[config.mk]
export PLATFORM = sky130hd
export DESIGN_NAME = serial_add_seq
export DESIGN_NICKNAME = d
export VERILOG_FILES = /design/src/rtl/serial_add_seq.sv
export SDC_FILE = /design/constraint.sdc
export NUM_CORES = 1
export LEC_CHECK = 0
export CORE_ASPECT_RATIO = 0.9
export CORE_MARGIN = 3
export CORE_UTILIZATION = 51
export DETAILED_ROUTE_END_ITERATION = 8
export PLACE_DENSITY = 0.78
export SLEW_MARGIN = 25
export SYNTH_ARGS = -nofsm -noshare
export SYNTH_HDL_FRONTEND = slang
export SYNTH_SLANG_ARGS = --single-unit
[constraint.sdc]
create_clock -name clk -period 1.6 [get_ports clk]
set_input_delay 0.32 -clock clk [delete_from_list [all_inputs] [get_ports clk]]
set_output_delay 0.32 -clock clk [all_outputs]
set_load 0.1 [all_outputs]
[src/rtl/serial_add_seq.sv]
// serial_add_seq
//   Bit-serial add sequencer. A single 1-bit full-adder cell is time-shared
//   over WIDTH clock edges to add two WIDTH-bit unsigned operands. This trades
//   latency for area compared with a WIDTH-wide ripple chain.
//
//   Timing: the accept edge E0 (start=1 while IDLE or DONE) captures the
//   operands. RUN edges E1..E_WIDTH each process one bit, LSB first. E_WIDTH
//   loads sum/cout and raises done for exactly one cycle. busy is high in the
//   cycles that follow E0..E_(WIDTH-1).
//
//   Configuration macro: SERIAL_ADD_SUB_EN
//     When defined, this adds a 'sub' input that is captured at E0. With
//     sub=1 the module computes a + ~b + 1 (a - b), and cout=1 means no
//     borrow. When undefined there is no 'sub' port and the module only adds.
//
// Ports
//   clk    in   1      rising-edge clock
//   rst_n  in   1      asynchronous active-low reset
//   start  in   1      request, sampled only in IDLE/DONE (ignored while RUN)
//   a      in   WIDTH  operand A, captured on the accepting edge
//   b      in   WIDTH  operand B, captured on the accepting edge
//   sub    in   1      subtract select (only with SERIAL_ADD_SUB_EN)
//   busy   out  1      high while an operation is in progress
//   done   out  1      one-cycle pulse; sum/cout valid
//   sum    out  WIDTH  result, held until the next done
//   cout   out  1      carry out of the MSB, held with sum
module serial_add_seq #(
  parameter int WIDTH = 8
) (
  input  logic             clk,
  input  logic             rst_n,
  input  logic             start,
  input  logic [WIDTH-1:0] a,
  input  logic [WIDTH-1:0] b,
`ifdef SERIAL_ADD_SUB_EN
  input  logic             sub,
`endif
  output logic             busy,
  output logic             done,
  output logic [WIDTH-1:0] sum,
  output logic             cout
);

  localparam int CNT_W = $clog2(WIDTH + 1);

  typedef enum logic [1:0] {
    IDLE = 2'd0,
    RUN  = 2'd1,
    DONE = 2'd2
  } state_t;

  state_t           state_reg;
  logic [WIDTH-1:0] sa_reg;
  logic [WIDTH-1:0] sb_reg;
  // The result accumulator only needs WIDTH-1 bits. The MSB of the result
  // comes straight from the adder on the final edge, so it never has to be
  // stored in the accumulator.
  logic [WIDTH-2:0] acc_reg;
  logic             carry_reg;
  logic [CNT_W-1:0] cnt_reg;

  logic [WIDTH-1:0] sa_next;
  logic [WIDTH-1:0] sb_next;
  logic [WIDTH-2:0] acc_next;
  logic [WIDTH-1:0] sb_load;
  logic             cin0;
  logic             fa_sum;
  logic             fa_cout;
  logic             cnt_last;

  // The shared full-adder cell works on the current LSBs and the carry flop.
  assign fa_sum  = sa_reg[0] ^ sb_reg[0] ^ carry_reg;
  assign fa_cout = (sa_reg[0] & sb_reg[0]) | (carry_reg & (sa_reg[0] ^ sb_reg[0]));

  // Operands shift right so the next bit reaches position 0. Each sum bit
  // enters at the accumulator MSB. After WIDTH-1 shifts, bit 0 of the result
  // has reached acc_reg[0].
  genvar gi;
  generate
    for (gi = 0; gi < WIDTH - 1; gi++) begin : g_opshift
      assign sa_next[gi] = sa_reg[gi+1];
      assign sb_next[gi] = sb_reg[gi+1];
    end
    for (gi = 0; gi < WIDTH - 2; gi++) begin : g_accshift
      assign acc_next[gi] = acc_reg[gi+1];
    end
  endgenerate
  assign sa_next[WIDTH-1]  = 1'b0;
  assign sb_next[WIDTH-1]  = 1'b0;
  assign acc_next[WIDTH-2] = fa_sum;

`ifdef SERIAL_ADD_SUB_EN
  // Subtraction in two's complement: invert B and set the initial carry.
  assign sb_load = sub ? ~b : b;
  assign cin0    = sub;
`else
  assign sb_load = b;
  assign cin0    = 1'b0;
`endif

  // cnt_reg holds the number of RUN edges already taken. The edge that sees
  // WIDTH-1 here is E_WIDTH.
  assign cnt_last = (cnt_reg == CNT_W'(WIDTH - 1));

  always_ff @(posedge clk or negedge rst_n) begin
    if (!rst_n) begin
      state_reg <= IDLE;
      sa_reg    <= '0;
      sb_reg    <= '0;
      acc_reg   <= '0;
      carry_reg <= 1'b0;
      cnt_reg   <= '0;
      busy      <= 1'b0;
      done      <= 1'b0;
      sum       <= '0;
      cout      <= 1'b0;
    end else begin
      done <= 1'b0;
      case (state_reg)
        IDLE, DONE: begin
          if (start) begin
            sa_reg    <= a;
            sb_reg    <= sb_load;
            carry_reg <= cin0;
            cnt_reg   <= '0;
            busy      <= 1'b1;
            state_reg <= RUN;
          end else begin
            state_reg <= IDLE;
          end
        end
        RUN: begin
          // start is deliberately not looked at here; requests in RUN are dropped.
          sa_reg    <= sa_next;
          sb_reg    <= sb_next;
          acc_reg   <= acc_next;
          carry_reg <= fa_cout;
          cnt_reg   <= cnt_reg + CNT_W'(1);
          if (cnt_last) begin
            // The final bit comes from the adder directly. Only this edge
            // writes the visible result, so partial sums are never exposed.
            sum       <= {fa_sum, acc_reg};
            cout      <= fa_cout;
            done      <= 1'b1;
            busy      <= 1'b0;
            state_reg <= DONE;
          end
        end
        default: begin
          busy      <= 1'b0;
          state_reg <= IDLE;
        end
      endcase
    end
  end

endmodule
==> results by stage <==
Clock network:
- In this run, CTS created clock tree buffers numbering 5.
- The later-pin clock latency in the skew report is approximately 290 ps.
- The cell at the root of the clock tree is clkbuf_8.
- Clock-pin slew was measured on the worst setup and hold paths at 70 ps.
- The buffer depth of the longest clock path is 2.
- The H-tree depth is 2.
- The clock sink count is between 40 and 50.
- The clock tree from TritonCTS is yes.

Outcome:
- The run finished with clean final reports.

Worst setup path:
- For the worst flop-to-flop path, the logic depth is 5.
- The worst register-to-register path begins at cnt_reg[1].
- The worst setup path is launched from a flip-flop.
- The worst setup path category is flip-flop to flip-flop.
- The reg-to-reg setup timing slack is 40 ps.
- The highest-delay cell along the critical path is dfrtp_1.
- The largest incremental delay on the critical path is 370 ps.
- The end of the worst register-to-register path is sum[2].
- Along the worst path, the maximum fanout reaches 5.
- For the worst setup path, the data arrival time is approximately 1700 ps.
- The critical path capture point is sum[2].
- The timing startpoint of the critical path is cnt_reg[1].
- Walking the worst path, the cells encountered are ha_2, nand3b_1, nor3b_2, buf_4, mux2_4.
- At the worst endpoint, the required time is between 1500 and 2000 ps.
- The worst setup path is captured at a flip-flop.

Die:
- The number of rows created at floorplan is 19.
- The initial cell density of the core is around 55%.
- The core region is ~3100 um2.
- The overall die area is between 4000 and 5000 um2.
- The width of the die is ~67 um.
- The I/O pin total is 30.
- The floorplan step set the die height to between 60 and 70 um.

Synthesis:
- Counting distinct cell types in the post-synthesis netlist gives 21.
- Dividing the synthesized area by the synthesized cell count gives approximately 15 um2.
- The area of the mapped netlist is 1700 um2.
- Counting every net in the synthesized netlist gives about 140.
- The instance count of the mapped netlist is between 100 and 150.
- Yosys printed 0 warnings.
- Counting flops and latches in the post-synthesis netlist gives 41.
- The sequential fraction of the synthesis area is 60.4%.

Timing:
- The smallest setup slack after layout is approximately 42 ps.
- The transition at the pin with the smallest max-transition slack is 446 ps.
- After layout, the worst path uses between 90% and 100% of the clock period.
- The final-report setup violation count is 0.
- The total count of hold-check failures in the final report came to 0.
- The clock period could shrink to between 1500 and 2000 ps.
- The setup skew after layout is roughly 2.3 ps.
- The number of pins exceeding their max-slew limit in the final report is 0.
- The maximum clock rate is roughly 0.64 GHz.
- Setup repair after global routing could not meet its margin everywhere.
- The worst pin sits at a relative slew slack of ~70%.

Global route:
- The maximum number of pins on one net before global-route repair is 24.
- The first global-routing pass estimated about 5400 um of wire.
- The number of antenna violations at the first check in global routing is 0.
- The total global routing track utilization is 18.7%.
- After global routing the overflow that remains totals 0.
- The via count of the first global-routing pass is between 1000 and 1500.

Place:
- At the placement stage, the worst setup path has a slack of -79.9 ps.
- The number of placed instances, taps included, is 188.
- The placer's final routability congestion estimate is slightly below 0.8.
- The final HPWL from detailed placement is between 2000 and 2500 um.
- The count of buffers added on input and output ports is 29.
- After detailed placement, the total cell area comes to 2190 um2.

Final layout:
- Fill cells in the final layout number around 190.
- The finished layout holds 200 standard cells, fillers aside.
- In the final layout, the multi-input gates occupy ~630 um2.
- Cells fill 75.1% of the core in the end.
- The diode insertion count for antenna repair is 0.
- The footprint of the flip-flops and latches is around 1000 um2.
- The proportion of layout cells with a drive suffix above 1 is 29.7%.
- The signed area change from the synthesized netlist to the final layout is 37.6%.
- The final net count is about 180.
- The finished cells cover between 2000 and 2500 um2.

Power and ir drop:
- The static power due to leakage is between 1 and 1.5 nW.
- The maximum resistive drop on vdd is about 1.7 mV.
- The total power draw is 5.55 mW.
- The power density over cell area is ~2400 nW/um2.

Worst hold path:
- In this run the most critical hold path is launched from cnt_reg[3].
- The worst hold path belongs to the class flip-flop to flip-flop.

Job:
- Across the run, the number of max-cap violations was 0.

Route:
- The via density per instance is about 5.4.
- The routed wire length per instance is between 15 and 20 um.
- The detail route stage leaves a number of antenna-violating nets equal to 0.
- The number of iterations in the first detailed-routing pass is 4.
- The routed layout has between 1000 and 1500 vias.
- The iteration-0 DRC count of the detailed router is 29.
- The number of remaining DRC errors is 0.
- The detailed-route wire length is 3300 um.
layout make-up:
cell class / count / share of cell area [%]
clock buffer: 7 / 3.69
multi-input combinational: 67 / 26.9
sequential: 41 / 43.9
tap: 42 / 2.25
timing repair buffer: 43 / 23.3
stage by stage:
step,hold WS [ps],TNS (ps)
final,476,0
after global routing,516,-285
after CTS,480,0
after detailed placement,283,-1270
after global placement,280,-214
after floorplan,24.4,0
worst min-delay path by stage:
| stage | endpoint | slack [ps] | depth (start not counted) |
|---|---|---|---|
| after floorplan | acc_reg[0] | 20 | 0 |
| after global placement | sum[0] | 280 | 1 |
| after detailed placement | sum[0] | 280 | 1 |
| after CTS | cnt_reg[3] | 480 | 1 |
| after global routing | sb_reg[3] | 520 | 1 |
| final | cnt_reg[3] | 480 | 1 |
critical path: cells and delay by family (launching register included):
family | cells | cell delay, ps
simple gates | 2 | 370
mux | 1 | 310
buf+inv | 1 | 210
fa+ha+maj | 1 | 190
flops | 1 | 370
Yosys cell counts (all sizes together):
master	count	share of area, %
nor3b	2	1.2
a22o	19	9.8
mux2	17	11
dfrtp	41	60
buf	7	3.6
a21o	15	6.6
nor2b	3	1.5
nand2b	1	0.37
fa	1	1.2
mux2i	2	1.2
o21ai	1	0.29
nand4	1	0.37
ha	1	0.74
nand3b	2	0.88
nor2	2	0.59
per-layer routing:
layer  GRT usage, %  vias up  share of wire (%)
li1               -      513                  -
met1           23.5      549                 46
met2           29.1       18                 47
met3           6.85        5                4.3
met4           8.70        0                1.9
met5              0        -                  0
cells in the final DEF, fill, tap and decap left out:
cell / n
buf_6: 1
clkbuf_8: 6
nand4_1: 1
nor2_2: 1
nor3b_2: 1
clkdlybuf4s50_1: 17
fa_1: 1
mux2_1: 5
buf_2: 1
dlygate4sd3_1: 1
nor3b_1: 1
nand2b_1: 1
clkbuf_1: 1
nor2b_1: 2
buf_4: 9
buf_12: 14
a22o_1: 19
mux2_4: 4
mux2_2: 8
dfrtp_1: 41
nor2_1: 1
mux2i_1: 2
a21o_1: 15
nor2b_4: 1
nand3b_1: 2
ha_2: 1
o21ai_0: 1
power by group:
group          switching, mW  internal (mW)  total (mW)
combinational           1.58           1.43        3.01
sequential             0.358           1.51        1.87
clock                  0.329          0.342       0.671
total                   2.27           3.29        5.55
kinds of logic (layout without fill, tap and decap cells):
family          count (synthesis)  count (layout)  share of synthesized area, %
flops                          41              41                          60.4
compound gates                 35              35                          16.7
fa+ha+maj                       2               2                          1.91
simple gates                   11              11                          4.93
mux                            19              19                          12.4
buf+inv                         7              50                          3.61
what timing repair did:
action                                  in CTS  in global routing
hold endpoints to repair                    18                  0
hold buffers                                 1                  0
gates resized for setup                      0                  8
endpoints found under the setup margin       0                  9
setup buffers                                0                  3
(Power assumes the default switching activity.)
